<file path="src/rtl/uart_alu_interface_pkg.sv">
// Shared definitions for the UART-side ALU host interface.
// Holds the opcode encodings (used by the RTL and the bench) and a sizing helper.
package uart_alu_interface_pkg;

  localparam int OP_WIDTH = 6;

  localparam logic [OP_WIDTH-1:0] OP_ADD = 6'b100000;
  localparam logic [OP_WIDTH-1:0] OP_SUB = 6'b100010;
  localparam logic [OP_WIDTH-1:0] OP_AND = 6'b100100;
  localparam logic [OP_WIDTH-1:0] OP_OR  = 6'b100101;
  localparam logic [OP_WIDTH-1:0] OP_XOR = 6'b100110;
  localparam logic [OP_WIDTH-1:0] OP_NOR = 6'b100111;
  localparam logic [OP_WIDTH-1:0] OP_SRA = 6'b000011;
  localparam logic [OP_WIDTH-1:0] OP_SRL = 6'b000010;

  // Width of the inter-byte timeout counter. It must hold TIMEOUT_CYCLES itself,
  // and it keeps at least one bit when the timeout is disabled.
  function automatic int timeout_cnt_width(input int timeout_cycles);
    int w;
    if (timeout_cycles > 0) begin
      w = $clog2(timeout_cycles + 1);
    end else begin
      w = 1;
    end
    return w;
  endfunction

endpackage

</file>
<file path="src/rtl/uart_alu_interface_alu.sv">
// Purely combinational ALU used by the UART host interface.
// Shifts use the whole B operand as the shift amount, so large shifts give
// sign-fill (SRA) or zero (SRL). Unknown opcodes return zero.
module alu
  import uart_alu_interface_pkg::*;
#(
  parameter int SIZEDATA = 8,
  parameter int SIZEOP   = 6
) (
  input  logic [SIZEDATA-1:0] i_data_a,
  input  logic [SIZEDATA-1:0] i_data_b,
  input  logic [SIZEOP-1:0]   i_op,
  output logic [SIZEDATA-1:0] o_result
);

  // Decode the opcode and select the matching datapath result
  always_comb begin
    o_result = {SIZEDATA{1'b0}};
    case (i_op)
      SIZEOP'(OP_ADD): o_result = i_data_a + i_data_b;
      SIZEOP'(OP_SUB): o_result = i_data_a - i_data_b;
      SIZEOP'(OP_AND): o_result = i_data_a & i_data_b;
      SIZEOP'(OP_OR):  o_result = i_data_a | i_data_b;
      SIZEOP'(OP_XOR): o_result = i_data_a ^ i_data_b;
      SIZEOP'(OP_NOR): o_result = ~(i_data_a | i_data_b);
      SIZEOP'(OP_SRA): o_result = $signed(i_data_a) >>> i_data_b;
      SIZEOP'(OP_SRL): o_result = i_data_a >> i_data_b;
      default:         o_result = {SIZEDATA{1'b0}};
    endcase
  end

endmodule

</file>
<file path="src/rtl/uart_alu_interface.sv">
// Host-side UART <-> ALU bridge.
// Collects operand A, operand B and an opcode byte from the UART receiver,
// computes the result and hands one byte to the UART transmitter.
// An optional inter-byte timeout aborts partial frames; bytes arriving while
// a result is in flight are dropped and flagged.
module uart_alu_interface
  import uart_alu_interface_pkg::*;
#(
  parameter int SIZEDATA       = 8,
  parameter int SIZEOP         = 6,
  parameter int TIMEOUT_CYCLES = 0
) (
  input  logic                i_clock,
  input  logic                i_reset,
  input  logic                i_rx_done,
  input  logic [SIZEDATA-1:0] i_rx_data,
  input  logic                i_tx_done,
  output logic                o_tx_signal,
  output logic [SIZEDATA-1:0] o_tx_result,
  output logic                o_busy,
  output logic                o_timeout,
  output logic                o_overrun
);

  localparam int CNTW   = timeout_cnt_width(TIMEOUT_CYCLES);
  localparam int TERM_I = (TIMEOUT_CYCLES > 0) ? (TIMEOUT_CYCLES - 1) : 0;
  localparam logic [CNTW-1:0] TERM = TERM_I[CNTW-1:0];
  localparam logic TO_EN = (TIMEOUT_CYCLES > 0);

  typedef enum logic [2:0] {
    S_WAIT_A  = 3'd0,
    S_WAIT_B  = 3'd1,
    S_WAIT_OP = 3'd2,
    S_COMPUTE = 3'd3,
    S_SEND    = 3'd4,
    S_WAIT_TX = 3'd5
  } state_t;

  state_t              r_state;
  state_t              w_next_state;
  logic [SIZEDATA-1:0] r_data_a;
  logic [SIZEDATA-1:0] r_data_b;
  logic [SIZEOP-1:0]   r_op;
  logic [SIZEDATA-1:0] r_tx_result;
  logic [CNTW-1:0]     r_cnt;
  logic                r_tx_signal;
  logic                r_busy;
  logic                r_timeout;
  logic                r_overrun;

  logic [SIZEDATA-1:0] w_alu_result;
  logic                w_cap_a;
  logic                w_cap_b;
  logic                w_cap_op;
  logic                w_expire;
  logic                w_overrun;
  logic                w_cnt_at_term;

  // The terminal count only matters when the timeout is enabled
  assign w_cnt_at_term = TO_EN && (r_cnt == TERM);

  alu #(
    .SIZEDATA (SIZEDATA),
    .SIZEOP   (SIZEOP)
  ) u_alu (
    .i_data_a (r_data_a),
    .i_data_b (r_data_b),
    .i_op     (r_op),
    .o_result (w_alu_result)
  );

  // Next-state logic plus the capture/abort/drop strobes derived from it
  always_comb begin
    w_next_state = r_state;
    w_cap_a      = 1'b0;
    w_cap_b      = 1'b0;
    w_cap_op     = 1'b0;
    w_expire     = 1'b0;
    w_overrun    = 1'b0;
    case (r_state)
      S_WAIT_A: begin
        if (i_rx_done) begin
          w_cap_a      = 1'b1;
          w_next_state = S_WAIT_B;
        end else begin
          w_next_state = S_WAIT_A;
        end
      end
      S_WAIT_B: begin
        // A byte in the terminal cycle wins over the timeout
        if (i_rx_done) begin
          w_cap_b      = 1'b1;
          w_next_state = S_WAIT_OP;
        end else if (w_cnt_at_term) begin
          w_expire     = 1'b1;
          w_next_state = S_WAIT_A;
        end else begin
          w_next_state = S_WAIT_B;
        end
      end
      S_WAIT_OP: begin
        if (i_rx_done) begin
          w_cap_op     = 1'b1;
          w_next_state = S_COMPUTE;
        end else if (w_cnt_at_term) begin
          w_expire     = 1'b1;
          w_next_state = S_WAIT_A;
        end else begin
          w_next_state = S_WAIT_OP;
        end
      end
      S_COMPUTE: begin
        w_overrun    = i_rx_done;
        w_next_state = S_SEND;
      end
      S_SEND: begin
        w_overrun    = i_rx_done;
        w_next_state = S_WAIT_TX;
      end
      S_WAIT_TX: begin
        w_overrun = i_rx_done;
        if (i_tx_done) begin
          w_next_state = S_WAIT_A;
        end else begin
          w_next_state = S_WAIT_TX;
        end
      end
      default: begin
        w_next_state = S_WAIT_A;
      end
    endcase
  end

  // FSM state register
  always_ff @(posedge i_clock) begin
    if (i_reset) begin
      r_state <= S_WAIT_A;
    end else begin
      r_state <= w_next_state;
    end
  end

  // Operand/opcode capture; dropped bytes never reach these registers
  always_ff @(posedge i_clock) begin
    if (i_reset) begin
      r_data_a <= {SIZEDATA{1'b0}};
      r_data_b <= {SIZEDATA{1'b0}};
      r_op     <= {SIZEOP{1'b0}};
    end else begin
      if (w_cap_a) begin
        r_data_a <= i_rx_data;
      end
      if (w_cap_b) begin
        r_data_b <= i_rx_data;
      end
      if (w_cap_op) begin
        r_op <= i_rx_data[SIZEOP-1:0];
      end
    end
  end

  // Result register: loaded once per frame and held through the TX handshake
  always_ff @(posedge i_clock) begin
    if (i_reset) begin
      r_tx_result <= {SIZEDATA{1'b0}};
    end else if (r_state == S_COMPUTE) begin
      r_tx_result <= w_alu_result;
    end
  end

  // Inter-byte timeout counter: clears on accepted bytes and when idle, saturates
  always_ff @(posedge i_clock) begin
    if (i_reset) begin
      r_cnt <= {CNTW{1'b0}};
    end else if ((r_state == S_WAIT_A) || w_cap_a || w_cap_b || w_cap_op || w_expire) begin
      r_cnt <= {CNTW{1'b0}};
    end else if (TO_EN && ((r_state == S_WAIT_B) || (r_state == S_WAIT_OP))
                 && (r_cnt != {CNTW{1'b1}})) begin
      r_cnt <= r_cnt + CNTW'(1);
    end
  end

  // Registered status outputs, decoded from the state being entered
  always_ff @(posedge i_clock) begin
    if (i_reset) begin
      r_tx_signal <= 1'b0;
      r_busy      <= 1'b0;
      r_timeout   <= 1'b0;
      r_overrun   <= 1'b0;
    end else begin
      r_tx_signal <= (w_next_state == S_SEND);
      r_busy      <= (w_next_state == S_COMPUTE) || (w_next_state == S_SEND)
                     || (w_next_state == S_WAIT_TX);
      r_timeout   <= w_expire;
      r_overrun   <= w_overrun;
    end
  end

  assign o_tx_signal = r_tx_signal;
  assign o_tx_result = r_tx_result;
  assign o_busy      = r_busy;
  assign o_timeout   = r_timeout;
  assign o_overrun   = r_overrun;

endmodule
</file>
<file path="config.mk">
export PLATFORM = sky130hd
export DESIGN_NAME = uart_alu_interface
export DESIGN_NICKNAME = d
export VERILOG_FILES = /design/src/rtl/uart_alu_interface_pkg.sv /design/src/rtl/uart_alu_interface_alu.sv /design/src/rtl/uart_alu_interface.sv
export SDC_FILE = /design/constraint.sdc
export NUM_CORES = 1
export LEC_CHECK = 0
export CORE_MARGIN = 1.5
export CORE_UTILIZATION = 55
export DETAILED_ROUTE_END_ITERATION = 12
export PLACE_DENSITY = 0.79
export SLEW_MARGIN = 10
export SYNTH_ARGS = -nofsm -noshare
export SYNTH_HDL_FRONTEND = slang
export SYNTH_SLANG_ARGS = --single-unit
</file>
<file path="constraint.sdc">
create_clock -name i_clock -period 8.86 [get_ports i_clock]
set_input_delay 1.329 -clock i_clock [delete_from_list [all_inputs] [get_ports i_clock]]
set_output_delay 1.329 -clock i_clock [all_outputs]
set_load 0.03 [all_outputs]
</file>
**After elaboration in Yosys (flattened, before gate mapping)**

Cells that the tools add are included.

- Flip-flop bits (word level): 36
- Logic and storage cells: 48

- Add/sub/neg operators: 2
- Equal/unequal tests: 16
- Shifts and indexed selects: 2
- Mux-type cells: 10
- Bitwise gates (word level): 5
- Reduce and logical (&&, ||, !) cells: 5

Operators with widths:

| kind | count |
|---|---|
| $pmux 8 s8 | 1 |
| $eq 6x6->1 const B | 6 |
| $pmux 3 s6 | 1 |
| $eq 3x3->1 const B | 4 |
| $eq 6x2->1 const B | 2 |
| $eq 3x2->1 const B | 3 |
| $add 8x8->8 | 1 |
| $and 8x8->8 | 1 |
| $not 8->8 | 1 |
| $or 8x8->8 | 1 |
| $shr 8x8->8 | 1 |
| $sshr 8x8->8 | 1 |
| $sub 8x8->8 | 1 |
| $xor 8x8->8 | 1 |
| $mux 1 | 6 |
| $eq 3x1->1 const B | 1 |
| $logic_not 3->1 | 1 |
| $mux 3 | 1 |
| $reduce_or 3->1 | 1 |
| $logic_or 1x1->1 | 2 |
| $mux 2 | 1 |
| $reduce_or 2->1 | 1 |
| $not 1->1 | 1 |

**Logic depth before layout (Yosys ltp)**

- Word-level depth: 5
- Gate-level depth with buffers: 13

**By module**

Synthesis repeated with hierarchy kept, for this count alone.

- Cells, all modules: 360
- Area total of the unflattened synthesis: 2,979.1 µm²

Modules (own cells, without submodules):

| module | instances | cells an instance | area each (µm²) |
|---|---|---|---|
| alu | 1 | 220 | 1,606.5 |
| uart_alu_interface | 1 | 140 | 1,372.6 |

**Worst setup path before layout**

OpenSTA, ideal clock, no wires.

- Path kind: register -> register
- Start point: register r_op[2]
- End point: register r_tx_result[6], in the netlist o_tx_result[6]
- Library setup time: 86 ps
- Arrival: 2,775 ps
- Data required time: 8,774 ps
- Setup slack: 6,000 ps
- Stages on the path, launching flop included: 11
- Path buffers: 0
- Path through: dfxtp_1 -> or3b_1 -> nor3_1 -> mux2i_1 -> fa_1 -> a211oi_1 -> o21bai_1 -> a21oi_1 -> xnor2_1 -> a211oi_1 -> a211oi_1

- Longest elaborated chain between the ends: 2
- Elaborated cells between the ends (all ways): 9
- Classes of those cells: 8 x eq/ne; 1 x mux

RTL lines:

| what | line | RTL |
|---|---|---|
| start: declaration | uart_alu_interface.sv:43 | `logic [SIZEOP-1:0] r_op;` |
| start signal: assignment | uart_alu_interface.sv:148 | `r_op <= {SIZEOP{1'b0}};` |
| start signal: assignment | uart_alu_interface.sv:157 | `r_op <= i_rx_data[SIZEOP-1:0];` |
| $eq 6x2->1 / $eq 6x6->1 (equally long branches) | uart_alu_interface_alu.sv:19 | `case (i_op)` |
| $pmux 8 s8 * | uart_alu_interface_alu.sv:19 |  |
| end signal: assignment | uart_alu_interface.sv:165 | `r_tx_result <= {SIZEDATA{1'b0}};` |
| end signal: assignment | uart_alu_interface.sv:167 | `r_tx_result <= w_alu_result;` |
| end: declaration | uart_alu_interface.sv:44 | `logic [SIZEDATA-1:0] r_tx_result;` |

Mark *: on every way between the ends. The rest lies on a longest branch, timed or not.
A chain may end at the register's enable or synchronous reset.

**Final worst setup path**

- Start point: register r_op[1]
- End point: register r_tx_result[6], in the netlist o_tx_result[6]

The elaborated chain is that of the path after synthesis.

==> impl_metrics.env <==
export IMPL_status="finished, final reports clean"
export IMPL_critical_path_max_fanout=22
export IMPL_min_delay_start="o_tx_result[3]"
export IMPL_grt_max_degree=38
export IMPL_track_usage=0.287
export IMPL_stdcell_count=451
export IMPL_synth_ff_type="dfxtp_1"
export IMPL_dp_cells=444
export IMPL_rsz0062_at_grt="no"
export IMPL_grt_pass1_wl_um=12100
export IMPL_ir_drop_v=0.000107
export IMPL_routed_wl_um=7500
export IMPL_ys_warnings_count=0
export IMPL_synth_top_area_share=0.253
export IMPL_p_int_uw=292
export IMPL_floorplan_io_pins=24
export IMPL_setup_violations=0
export IMPL_fin_ws_ps=5000
export IMPL_drive_above_1_share=0.0551
export IMPL_synth_edf_count=0
export IMPL_async_reset_ff_frac=0
export IMPL_start_util=0.566
export IMPL_cts_sinks=36
export IMPL_die_area_um2=5630
export IMPL_crit_slowest_cell="dfxtp_1"
export IMPL_yosysTopAreaCell="dfxtp_1"
export IMPL_hold_buffers=0
export IMPL_core_um2=5040
export IMPL_finalSetupTns_ps=0
export IMPL_cp_arrival_ps=4070
export IMPL_worstMarginPinSlew_ps=1120
export IMPL_crit_path_frequent_cell="a211oi_1"
export IMPL_hold_ws_ps=501
export IMPL_p_leak_nw=1.11
export IMPL_antenna_left=0
export IMPL_postCtsSetupBuffers=0
export IMPL_layout_common_cells="nand2_1 (60), a21oi_1 (42), dfxtp_1 (36)"
export IMPL_power_density_nw_per_um2=138
export IMPL_holdPathEnd="o_tx_result[3]"
export IMPL_antenna_found_initial=0
export IMPL_required_ps=9070
export IMPL_hold_class="flop to flop"
export IMPL_root_buffer="clkbuf_8"
export IMPL_cts_made_buffers=5
export IMPL_port_buffers=22
export IMPL_dr_first_iter_drc_count=294
export IMPL_grt_overflow_total=0
export IMPL_r2r_start="r_op[1]"
export IMPL_maxCapViolCount=0
export IMPL_netlist_area_um2=2850
export IMPL_rr_endpoint="o_tx_result[6]"
export IMPL_synth_compound_area_frac=0.218
export IMPL_synth_nets=408
export IMPL_max_freq_mhz=259
export IMPL_yosysUniqueCellTypes=53
export IMPL_yosys_register_bits=36
export IMPL_criticalPathCategory="flop to flop"
export IMPL_postLayoutCoreUtil=0.631
export IMPL_synth_mux_area_frac=0.0895
export IMPL_synth_area_leaders="dfxtp_1 (25%), ha_1 (11%), nand2_1 (7.9%), a21oi_1 (7.4%), mux2i_1 (7.4%)"
export IMPL_wl_per_cell_um=16.6
export IMPL_num_vias=2772
export IMPL_fin_skew_ps=9.59
export IMPL_synthSimpleGateAreaFrac=0.205
export IMPL_finalPower_uw=438
export IMPL_r2r_cells=10
export IMPL_r2r_slack_ps=5000
export IMPL_syn_to_final_growth_pct=11.5
export IMPL_gp_congestion=0.966
export IMPL_cts_clk_slew_worst_paths_ps=80
export IMPL_post_route_min_period_ps=3860
export IMPL_vias_per_cell=6.15
export IMPL_post_route_period_util=0.436
export IMPL_path_cells="or3b_1 -> nor3_1 -> mux2i_1 -> fa_1 -> a211oi_1 -> o21bai_1 -> a21oi_1 -> xnor2_1 -> a211oi_1 -> a211oi_1"
export IMPL_mostFrequentLayoutCell="nand2_1"
export IMPL_die_x_um=75.0
export IMPL_slew_viol_final=0
export IMPL_crit_path_start_kind="flop"
export IMPL_postLayoutCellArea_um2=3180
export IMPL_hpwl_um=5530
export IMPL_p_sw_uw=146
export IMPL_cts_htree_levels=2
export IMPL_insertion_delay_ps=290
export IMPL_place_ws_ps=5050
export IMPL_synth_adder_area_share=0.112
export IMPL_grt_pass1_vias=2466
export IMPL_first_pass_iters=5
export IMPL_clockBufferDepth=2
export IMPL_clkPwrFrac=0.297
export IMPL_crit_path_end_kind="flop"
export IMPL_min_path_cells=2
export IMPL_drc=0
export IMPL_cp_slowest_stage_delay_ps=930
export IMPL_combPwrFrac=0.285
export IMPL_synth_top_family_by_area="compound AO/OA/AOI/OAI gates"
export IMPL_p_sw_frac=0.333
export IMPL_synth_area_per_cell_um2=7.69
export IMPL_ys_seq_area_frac=0.253
export IMPL_cts_tree="yes"
export IMPL_finalHoldViolations=0
export IMPL_syn_instance_count=371
export IMPL_die_h_um=75.0
export IMPL_place_area_um2=3080
export IMPL_p_seq_frac=0.418
export IMPL_cts_resized_gates=0
export IMPL_nNetsFinal=418
export IMPL_placementRows=26
export IMPL_synthXorXnorAreaFrac=0.0645
export IMPL_diodes=0
export IMPL_max_slew_margin=0.248
-- registers in the layout, summed over array words and instances, names as in the netlist --
name         cells
o_busy           1
r_op             6
r_data_a         8
r_data_b         8
r_state          3
o_tx_result      8
o_tx_signal      1
o_overrun        1
-- synth_stat cells (all sizes together), types with 2 or more instances --
library cell,instances
a21o,2
dfxtp,36
nand3,7
nor2b,6
a31oi,4
a21oi,42
o21ai,9
mux2i,21
nand2b,3
o22ai,4
nor2,25
nand3b,2
ha,24
clkinv,2
nand2,61
xnor2,15
mux2,4
nor3,9
buf,4
xor2,6
or3b,2
inv,19
a211oi,10
or3,4
nor4,4
clkbuf,16
o211ai,5
a221oi,7
-- logic make-up (layout without fill, tap and decap cells) --
kind of cell	Yosys count	count (layout)
multiplexers	25	25
flip-flops	36	36
AND/OR/NAND/NOR	126	126
adder cells (fa/ha/maj)	25	25
XOR/XNOR	21	21
buffers and inverters	41	51
AO/OA/AOI/OAI	96	96
other	1	1
-- worst max path at each step --
stage,startpoint,end,slack [ps],depth (start not counted)
2_1_floorplan,r_op[2],o_tx_result[6],6000,10
3_3_place_gp,r_op[1],o_tx_result[6],5150,10
3_5_place_dp,r_op[1],o_tx_result[6],5050,10
4_1_cts,r_op[1],o_tx_result[6],5000,10
5_1_grt,r_op[1],o_tx_result[5],4660,10
6_report,r_op[1],o_tx_result[6],5000,10
-- power groups by stage --
stage	combinational, mW	clock (mW)	sequential [mW]
detailed placement	0.123	0	0.186
global placement	0.121	0	0.186
floorplan	0.101	0	0.178
CTS	0.123	0.132	0.182
finish	0.125	0.130	0.183
global route	0.139	0.138	0.184
-- layer usage --
metal  track usage  share of wire
met1         0.396           0.44
met2         0.447           0.45
met3        0.0495          0.080
met4         0.113          0.031
met5             0              0
-- area by class of cell --
| type | instances | area (um2) |
|---|---|---|
| inverters | 21 | 78.8 |
| flip-flops and latches | 36 | 721 |
| well taps | 70 | 87.6 |
| fillers | 444 | 1860 |
| clock buffers | 7 | 96.3 |
| multi-input cells | 294 | 1970 |
| repair buffers | 23 | 228 |
-- critical path: cells and delay by family (launching register included) --
family	cells	cell delay (ps)
and+or+nand+nor	2	1090
DFF	1	930
AOI/OAI and AO/OA	5	850
adders and majority gates	1	510
muxes	1	270
xor gates and xnor gates	1	130
Note: power is estimated with default switching activity, not from simulation.
